**src/rtl/rv_div_seq.sv**
```systemverilog
// Sequential restoring integer divider for RISC-V DIV/DIVU/REM/REMU.
// Covers special cases, a stall input (rdy), kill, and reuse of the last result.
module rv_div_seq #(
  parameter int XLEN     = 32,
  parameter int UNROLL   = 1,
  parameter bit CACHE_EN = 1'b1
) (
  input  logic            clk,
  input  logic            xreset,
  input  logic            rdy,
  input  logic            req,
  input  logic [1:0]      op,
  input  logic [XLEN-1:0] rrd1,
  input  logic [XLEN-1:0] rrd2,
  input  logic            kill,
  output logic            busy,
  output logic            valid,
  output logic [XLEN-1:0] rwdat
);

  localparam int NITER = XLEN / UNROLL;
  localparam int CW    = $clog2(NITER + 1);
  localparam logic [XLEN-1:0] MIN_INT  = {1'b1, {(XLEN-1){1'b0}}};
  localparam logic [XLEN-1:0] ALL_ONES = {XLEN{1'b1}};
  localparam logic [XLEN-1:0] ZERO     = {XLEN{1'b0}};

  typedef enum logic [2:0] {
    S_IDLE = 3'd0,
    S_PREP = 3'd1,
    S_ITER = 3'd2,
    S_FIX  = 3'd3,
    S_DONE = 3'd4
  } state_t;

  function automatic logic [XLEN-1:0] neg_val(input logic [XLEN-1:0] x);
    return (~x) + XLEN'(1);
  endfunction

  function automatic logic [XLEN-1:0] abs_val(input logic [XLEN-1:0] x, input logic sgn);
    return (sgn && x[XLEN-1]) ? neg_val(x) : x;
  endfunction

  state_t state_r, state_s;

  logic [1:0]      op_r;
  logic [XLEN-1:0] a_r, b_r;
  logic [XLEN-1:0] quo_r, div_r;
  logic [XLEN:0]   rem_r;
  logic [CW-1:0]   cnt_r;
  logic            q_neg_r, r_neg_r;
  logic [XLEN-1:0] out_r;

  logic            cache_vld_r, cache_sgn_r;
  logic [XLEN-1:0] cache_a_r, cache_b_r, cache_quo_r, cache_rem_r;

  logic            busy_r, valid_r;
  logic [XLEN-1:0] rwdat_r;

  logic            accept_s, hit_s, sgn_op_s, rem_op_s, zero_s, ovf_s;
  logic [XLEN-1:0] spec_res_s, q_fix_s, r_fix_s, quo_t, hit_res_s;
  logic [XLEN:0]   rem_t;
  logic            busy_s, valid_s, load_s;

  // Request decode: acceptance, reuse lookup and special-case detection
  always_comb begin
    accept_s  = (state_r == S_IDLE) && req && rdy && !kill;
    hit_s     = CACHE_EN && cache_vld_r && (rrd1 == cache_a_r) && (rrd2 == cache_b_r)
                && (cache_sgn_r == !op[0]);
    hit_res_s = op[1] ? cache_rem_r : cache_quo_r;
    sgn_op_s  = !op_r[0];
    rem_op_s  = op_r[1];
    zero_s    = (b_r == ZERO);
    ovf_s     = sgn_op_s && (a_r == MIN_INT) && (b_r == ALL_ONES);
    if (zero_s) begin
      spec_res_s = rem_op_s ? a_r : ALL_ONES;
    end else begin
      spec_res_s = rem_op_s ? ZERO : a_r;
    end
  end

  // Restoring division: UNROLL quotient bits per cycle, remainder kept at XLEN+1 bits
  always_comb begin
    logic ge;
    rem_t = rem_r;
    quo_t = quo_r;
    for (int u = 0; u < UNROLL; u++) begin
      rem_t = {rem_t[XLEN-1:0], quo_t[XLEN-1]};
      ge    = (rem_t >= {1'b0, div_r});
      rem_t = ge ? (rem_t - {1'b0, div_r}) : rem_t;
      quo_t = {quo_t[XLEN-2:0], ge};
    end
  end

  // Sign correction of the unsigned quotient and remainder
  always_comb begin
    q_fix_s = q_neg_r ? neg_val(quo_r) : quo_r;
    r_fix_s = r_neg_r ? neg_val(rem_r[XLEN-1:0]) : rem_r[XLEN-1:0];
  end

  // State register
  always_ff @(posedge clk or negedge xreset) begin
    if (!xreset) begin
      state_r <= S_IDLE;
    end else begin
      state_r <= state_s;
    end
  end

  // Next-state logic; kill overrides rdy, rdy=0 freezes the sequence
  always_comb begin
    state_s = state_r;
    if (kill && (state_r != S_IDLE)) begin
      state_s = S_IDLE;
    end else if (!rdy) begin
      state_s = state_r;
    end else begin
      case (state_r)
        S_IDLE: begin
          if (accept_s) begin
            state_s = hit_s ? S_DONE : S_PREP;
          end else begin
            state_s = S_IDLE;
          end
        end
        S_PREP: begin
          if (zero_s || ovf_s) begin
            state_s = S_DONE;
          end else begin
            state_s = S_ITER;
          end
        end
        S_ITER: begin
          if (cnt_r == CW'(0)) begin
            state_s = S_FIX;
          end else begin
            state_s = S_ITER;
          end
        end
        S_FIX:   state_s = S_DONE;
        S_DONE:  state_s = S_IDLE;
        default: state_s = S_IDLE;
      endcase
    end
  end

  // Output decode: busy follows next state, valid and data load on leaving DONE
  always_comb begin
    busy_s  = (state_s != S_IDLE);
    valid_s = valid_r;
    load_s  = 1'b0;
    if (kill && (state_r != S_IDLE)) begin
      valid_s = 1'b0;
      load_s  = 1'b0;
    end else if (rdy) begin
      valid_s = (state_r == S_DONE);
      load_s  = (state_r == S_DONE);
    end else begin
      valid_s = valid_r;
      load_s  = 1'b0;
    end
  end

  // Operand capture, iteration datapath and result reuse entry
  always_ff @(posedge clk or negedge xreset) begin
    if (!xreset) begin
      op_r        <= 2'b00;
      a_r         <= ZERO;
      b_r         <= ZERO;
      quo_r       <= ZERO;
      div_r       <= ZERO;
      rem_r       <= {(XLEN+1){1'b0}};
      cnt_r       <= CW'(0);
      q_neg_r     <= 1'b0;
      r_neg_r     <= 1'b0;
      out_r       <= ZERO;
      cache_vld_r <= 1'b0;
      cache_sgn_r <= 1'b0;
      cache_a_r   <= ZERO;
      cache_b_r   <= ZERO;
      cache_quo_r <= ZERO;
      cache_rem_r <= ZERO;
    end else if (kill) begin
      cache_vld_r <= 1'b0;
    end else if (rdy) begin
      case (state_r)
        S_IDLE: begin
          if (accept_s) begin
            op_r <= op;
            a_r  <= rrd1;
            b_r  <= rrd2;
            out_r <= hit_s ? hit_res_s : out_r;
          end else begin
            op_r <= op_r;
          end
        end
        S_PREP: begin
          quo_r   <= abs_val(a_r, sgn_op_s);
          div_r   <= abs_val(b_r, sgn_op_s);
          rem_r   <= {(XLEN+1){1'b0}};
          cnt_r   <= CW'(NITER - 1);
          q_neg_r <= sgn_op_s && (a_r[XLEN-1] ^ b_r[XLEN-1]);
          r_neg_r <= sgn_op_s && a_r[XLEN-1];
          out_r   <= spec_res_s;
        end
        S_ITER: begin
          rem_r <= rem_t;
          quo_r <= quo_t;
          if (cnt_r != CW'(0)) begin
            cnt_r <= cnt_r - CW'(1);
          end else begin
            cnt_r <= cnt_r;
          end
        end
        S_FIX: begin
          out_r       <= rem_op_s ? r_fix_s : q_fix_s;
          cache_vld_r <= CACHE_EN;
          cache_sgn_r <= sgn_op_s;
          cache_a_r   <= a_r;
          cache_b_r   <= b_r;
          cache_quo_r <= q_fix_s;
          cache_rem_r <= r_fix_s;
        end
        S_DONE:  out_r <= out_r;
        default: out_r <= out_r;
      endcase
    end else begin
      cnt_r <= cnt_r;
    end
  end

  // Registered outputs
  always_ff @(posedge clk or negedge xreset) begin
    if (!xreset) begin
      busy_r  <= 1'b0;
      valid_r <= 1'b0;
      rwdat_r <= ZERO;
    end else begin
      busy_r  <= busy_s;
      valid_r <= valid_s;
      if (load_s) begin
        rwdat_r <= out_r;
      end else begin
        rwdat_r <= rwdat_r;
      end
    end
  end

  assign busy  = busy_r;
  assign valid = valid_r;
  assign rwdat = rwdat_r;

endmodule

```
**config.mk**
```make
export PLATFORM = sky130hd
export DESIGN_NAME = rv_div_seq
export DESIGN_NICKNAME = d
export VERILOG_FILES = /design/src/rtl/rv_div_seq.sv
export SDC_FILE = /design/constraint.sdc
export NUM_CORES = 1
export LEC_CHECK = 0
export BUFFER_PORTS_ARGS = -buffer_cell sky130_fd_sc_hd__buf_2
export CORE_UTILIZATION = 44
export DETAILED_ROUTE_END_ITERATION = 7
export SYNTH_ARGS = -nofsm -noshare
export SYNTH_HDL_FRONTEND = slang
export SYNTH_SLANG_ARGS = --single-unit
```
**constraint.sdc**
```tcl
create_clock -name clk -period 7.15 [get_ports clk]
set_input_delay 0.3575 -clock clk [delete_from_list [all_inputs] [get_ports clk]]
set_output_delay 0.3575 -clock clk [all_outputs]
set_load 0.005 [all_outputs]
```
==> results of run 1 <==
[cells in the final DEF, fill, tap and decap left out, types with 19 or more instances in the layout]
| master | synthesis | layout |
|---|---|---|
| a211oi_1 | 31 | 31 |
| a21oi_1 | 114 | 114 |
| buf_2 | 6 | 103 |
| clkbuf_16 | 0 | 44 |
| dfrtp_1 | 369 | 369 |
| ha_1 | 39 | 39 |
| inv_1 | 76 | 76 |
| mux2_2 | 100 | 100 |
| mux2i_1 | 40 | 40 |
| nand2_1 | 440 | 439 |
| nand3_1 | 79 | 77 |
| nand4_1 | 27 | 27 |
| nor2_1 | 148 | 145 |
| nor3_1 | 28 | 27 |
| nor4_1 | 20 | 20 |
| o21ai_0 | 219 | 219 |
| o22ai_1 | 29 | 29 |
| o31ai_1 | 33 | 33 |
| or3_1 | 19 | 19 |
| xnor2_1 | 80 | 80 |
| xor2_1 | 115 | 115 |
[cell families after synthesis]
family	after synthesis
simple gates	838
fa+ha+maj	41
flops	369
xor+xnor	195
compound gates	550
buf+inv	235
mux	140
[per-layer routing]
metal  vias up  wire length (µm)  global-route usage
met2       553             26900               0.389
met3        95              3670              0.0329
met4         0              2290              0.0963
li1       8271                 -                   -
met1      8514             30100               0.401
met5         -                 0                   0
[power breakdown]
part / total, µW / internal, µW / switching [µW]
sequential: 4060 / 2920 / 1140
clock: 2210 / 1300 / 916
combinational: 4850 / 1900 / 2940
total: 11100 / 6130 / 5000
[final cells by class]
cell class / count / area share
clock buffers: 65 / 0.0545
clock inverters: 13 / 0.00580
inverters: 76 / 0.0122
multi-input cells: 1764 / 0.469
flip-flops and latches: 369 / 0.396
well taps: 607 / 0.0326
repair buffers: 124 / 0.0298
[flip-flops by register name, indices dropped and copies added (netlist names), 2 cells and up]
name	cells
a_r	32
op_r	2
cache_a_r	32
rwdat	32
rem_r	32
cache_rem_r	32
quo_r	32
out_r	32
cache_quo_r	32
cache_b_r	32
div_r	32
state_r	3
cnt_r	6
b_r	32
[worst max-delay path by stage]
stage | start | endpoint | slack [ns]
5_1_grt | b_r[1] | out_r[8] | 3.05
2_1_floorplan | quo_r[0] | out_r[26] | 4.04
3_5_place_dp | rrd2[17] | out_r[25] | 3.20
4_1_cts | cache_b_r[17] | out_r[25] | 3.29
6_report | b_r[1] | out_r[8] | 3.32
3_3_place_gp | rrd2[17] | out_r[25] | 3.21
[stage by stage]
step / worst slack [ns] / instances
floorplan: 4.04 / 2368
global placement: 3.21 / 2939
detailed placement: 3.20 / 2939
CTS: 3.29 / 3018
global route: 3.05 / 3018
finish: 3.32 / 3018
[what timing repair did]
item / CTS / global route
setup endpoints to repair: 0 / 0
hold endpoints to repair: 94 / 0
hold buffers: 1 / 0
==> impl_metrics.env, run 1 <==
export IMPL_outcome="finished, violations left"
export IMPL_violations="design-rule violations"
export IMPL_cts_resized=0
export IMPL_syn_avg_cell_area_um2=8.86
export IMPL_path_max_fanout=56
export IMPL_synthMuxAreaShare=0.0727
export IMPL_crit_family="simple AND/OR/NAND/NOR gates"
export IMPL_max_clock_path_buffers=3
export IMPL_initial_core_util=0.449
export IMPL_num_io_pins=105
export IMPL_drtPass1Iterations=7
export IMPL_fp_dieW_um=220
export IMPL_leakage_uw=0.0106
export IMPL_synth_top_cell_area_share=0.440
export IMPL_hold_path_class="input pin to flip-flop"
export IMPL_cp_arrival_ns=4.32
export IMPL_ys_ff_latch=369
export IMPL_detail_route_wl_per_cell_um=20.9
export IMPL_cts_made_buffers=43
export IMPL_syn_nets=2479
export IMPL_slew_headroom=0.188
export IMPL_period_minus_slack_ns=3.83
export IMPL_critPathLaunchType="flip-flop"
export IMPL_synthSimpleGateAreaFrac=0.176
export IMPL_ir_worst_vdd_v=0.000259
export IMPL_drc_errors=8
export IMPL_synth_seq_area_share=0.440
export IMPL_post_cts_setup_buffers=0
export IMPL_portBuffers=104
export IMPL_ys_top_cells_by_count="nand2_1, dfrtp_1, o21ai_0, nor2_1, clkbuf_1"
export IMPL_hold_slack_ns=0.0414
export IMPL_hold_violations=0
export IMPL_synth_top_family_by_area="simple AND/OR/NAND/NOR gates"
export IMPL_root_buffer="clkbuf_16"
export IMPL_tritoncts="yes"
export IMPL_fillers=4444
export IMPL_syn2layout_area_growth_pct=11.1
export IMPL_rsz0062_at_grt="false"
export IMPL_grt_pass1_vias=16600
export IMPL_drt_iter0_markers=1597
export IMPL_regToRegStartpoint="b_r[1]"
export IMPL_grt_overflow_total=0
export IMPL_maxCapViolCount=0
export IMPL_row_count=79
export IMPL_async_flop_share=1.00
export IMPL_clk_pin_slew_worst_paths_ns=0.06
export IMPL_max_freq_ghz=0.261
export IMPL_grt_antenna_before_repair=0
export IMPL_synth_compound_area_share=0.162
export IMPL_min_path_cells=2
export IMPL_dieArea_um2=48600
export IMPL_core_um2=46800
export IMPL_min_to="a_r[17]"
export IMPL_synthDistinctLibCells=71
export IMPL_synth_edf_count=0
export IMPL_vias=17400
export IMPL_crit_chain="inv_1, ha_1, or3b_2, nand4bb_1, and4bb_2, and3_2, a21boi_0, o311ai_0, nand3_1, o21ai_0"
export IMPL_finalNetCount=2489
export IMPL_die_y_um=220
export IMPL_seqCellArea_um2=9230
export IMPL_p_per_area_nw_per_um2=477
export IMPL_finalSetupViolCount=0
export IMPL_synth_most_common_cell="nand2_1"
export IMPL_drt_wl_total_um=62900
export IMPL_place_hpwl_um=44800
export IMPL_grt_pass1_wl_um=99300
export IMPL_cp_required_ns=7.64
export IMPL_synth_xor_area_share=0.0814
export IMPL_r2r_end="out_r[8]"
export IMPL_totalPowerFinal_uw=11100
export IMPL_r2r_cells=10
export IMPL_critPathMaxStageDelay_ns=0.87
export IMPL_diodes=0
export IMPL_yosysWarnings=0
export IMPL_r2r_slack_ns=3.32
export IMPL_slew_violations=0
export IMPL_synth_area_leaders="dfrtp_1, nand2_1, mux2_2"
export IMPL_max_slew_worst_pin_slew_ns=1.22
export IMPL_yosys_area_share_adder=0.0247
export IMPL_finClkSkew_ns=0.0164
export IMPL_critPathBufInv=1
export IMPL_synthCells=2368
export IMPL_drive_gt1_frac=0.131
export IMPL_ys_flop_type="dfrtp_1"
export IMPL_clock_latency_ns=0.58
export IMPL_htree_levels=2
export IMPL_gp_congestion=0.907
export IMPL_cp_num_cells=10
export IMPL_worst_setup_path_type="flip-flop to flip-flop"
export IMPL_worstHoldStart="rrd1[17]"
export IMPL_setup_tns_ns=0
export IMPL_routed_via_density=5.78
export IMPL_final_area_um2=23300
export IMPL_ant_nets=0
export IMPL_finalCritPeriodShare=0.536
export IMPL_grt_start_max_net_pins=167
export IMPL_multi_input_area_um2=10900
export IMPL_crit_path_top_delay_cell="and3_2"
export IMPL_grtUsageTotal=0.266
export IMPL_placedInstanceArea_um2=21900
export IMPL_clock_sinks=369
export IMPL_yosysTopAreaCell="dfrtp_1"
export IMPL_syn_area_um2=21000
export IMPL_fin_util=0.499
export IMPL_cp_end_kind="flip-flop"
(Power assumes the default switching activity.)
==> inputs of run 2 (changes only) <==
- clock period: 7.15 -> 3.5 ns (I/O delays scaled with it)
==> impl_metrics.env, run 2 (synthesized netlist as in run 1, its figures left out) <==
export IMPL_multi_input_area_um2=10900
export IMPL_regToRegStartpoint="b_r[0]"
export IMPL_drt_wl_total_um=64600
export IMPL_outcome="finished, violations left"
export IMPL_place_inst=3008
export IMPL_grt_pass1_vias=17100
export IMPL_clock_latency_ns=0.59
export IMPL_r2r_cells=13
export IMPL_grtUsageTotal=0.270
export IMPL_syn2layout_area_growth_pct=17.6
export IMPL_max_freq_ghz=0.300
export IMPL_htree_levels=2
export IMPL_initial_core_util=0.449
export IMPL_place_hpwl_um=46900
export IMPL_tritoncts="yes"
export IMPL_setup_tns_ns=0
export IMPL_cp_arrival_ns=3.77
export IMPL_fillers=4245
export IMPL_core_um2=46800
export IMPL_hold_path_class="input pin to flip-flop"
export IMPL_mostFrequentLayoutCells="nand2_1, dfrtp_1, o21ai_0"
export IMPL_drive_gt1_frac=0.154
export IMPL_grt_overflow_total=0
export IMPL_slew_violations=0
export IMPL_ir_worst_vdd_v=0.000541
export IMPL_finalNetCount=2625
export IMPL_max_slew_worst_pin_slew_ns=1.06
export IMPL_row_count=79
export IMPL_cp_startpoint="b_r[0]"
export IMPL_clock_sinks=369
export IMPL_p_per_area_nw_per_um2=940
export IMPL_fp_dieW_um=220
export IMPL_drtPass1Iterations=7
export IMPL_vias=17900
export IMPL_layout_commonest_cell="nand2_1"
export IMPL_portBuffers=104
export IMPL_r2r_slack_ns=0.17
export IMPL_routed_via_density=5.68
export IMPL_hold_violations=0
export IMPL_finClkSkew_ns=0.0308
export IMPL_critPathLaunchType="flip-flop"
export IMPL_gp_congestion=0.918
export IMPL_final_area_um2=24700
export IMPL_leakage_uw=0.0113
export IMPL_rsz0062_at_grt="false"
export IMPL_grt_start_max_net_pins=104
export IMPL_cp_required_ns=3.94
export IMPL_max_clock_path_buffers=3
export IMPL_violations="design-rule violations"
export IMPL_placedInstanceArea_um2=22600
export IMPL_grt_antenna_before_repair=2
export IMPL_die_y_um=220
export IMPL_finalCritPeriodShare=0.951
export IMPL_root_buffer="clkbuf_16"
export IMPL_worst_setup_path_type="flip-flop to flip-flop"
export IMPL_path_max_fanout=6
export IMPL_maxCapViolCount=0
export IMPL_seqCellArea_um2=9230
export IMPL_ant_nets=0
export IMPL_dieArea_um2=48600
export IMPL_grt_pass1_wl_um=100000
export IMPL_setup_worst_path_end="busy"
export IMPL_r2r_end="busy"
export IMPL_cp_end_kind="flip-flop"
export IMPL_period_minus_slack_ns=3.33
export IMPL_finalSetupViolCount=0
export IMPL_detail_route_wl_per_cell_um=20.5
export IMPL_num_io_pins=105
export IMPL_drc_errors=18
export IMPL_slew_headroom=0.290
export IMPL_drt_iter0_markers=1565
export IMPL_clk_pin_slew_worst_paths_ns=0.06
export IMPL_totalPowerFinal_uw=23200
export IMPL_cts_made_buffers=43
export IMPL_instances_no_fill=3155
[run 2: layout make-up]
type                    instances  share of cell area
well taps                     607              0.0308
repair buffers                260              0.0834
flip-flops and latches        369               0.374
multi-input cells            1764               0.443
inverters                      76              0.0116
diodes                          2            0.000203
clock inverters                19             0.00781
clock buffers                  58              0.0495
[run 2: how the worst min path moves through the flow]
stage                start          to  slack [ns]  cells past startpoint
floorplan           xreset      a_r[0]       -0.12                      0
global placement    xreset   rem_r[25]        0.30                      1
CTS                    req  state_r[0]        0.08                      5
detailed placement  xreset   rem_r[23]        0.31                      1
finish                 req  state_r[0]        0.11                      5
global route           req  state_r[0]        0.15                      5
[run 2: what timing repair did]
| item | CTS | global route |
|---|---|---|
| endpoints found under the hold margin | 161 | 0 |
| endpoints found under the setup margin | 0 | 4 |
| hold buffers | 68 | 0 |
| resized for setup | 0 | 2 |
| buffers inserted | 0 | 0 |
[run 2: per-stage QoR]
stage	worst slack, ns	util	hold WS, ns
detailed placement	0.129	0.483	0.312
global placement	0.164	0.483	0.303
global route	0.0109	0.528	0.153
floorplan	0.393	-	-0.121
finish	0.171	0.528	0.107
CTS	0.122	0.528	0.0757
[run 2: critical path, stage by stage, from the launching register on]
cell	delay (ns)
dfrtp_1	0.42
inv_1	0.13
ha_1	0.18
or3b_2	0.48
nand4bb_1	0.21
and4bb_2	0.34
buf_4	0.14
nand2_1	0.06
nor3_1	0.23
buf_4	0.21
nor3_1	0.07
a32oi_1	0.24
nor2_1	0.08
or3_1	0.39
[run 2: power by group]
part	total, µW	switching (µW)	internal, µW
clock	4490	1880	2610
sequential	8170	2190	5980
combinational	10500	6200	4330
total	23200	10300	12900
[run 2: metal layers]
metal | up-vias | GRT usage | share of wire
met1 | 8701 | 0.389 | 0.46
met3 | 89 | 0.0342 | 0.061
met2 | 576 | 0.417 | 0.45
met4 | 0 | 0.0915 | 0.030
li1 | 8551 | - | -
met5 | - | 0 | 0
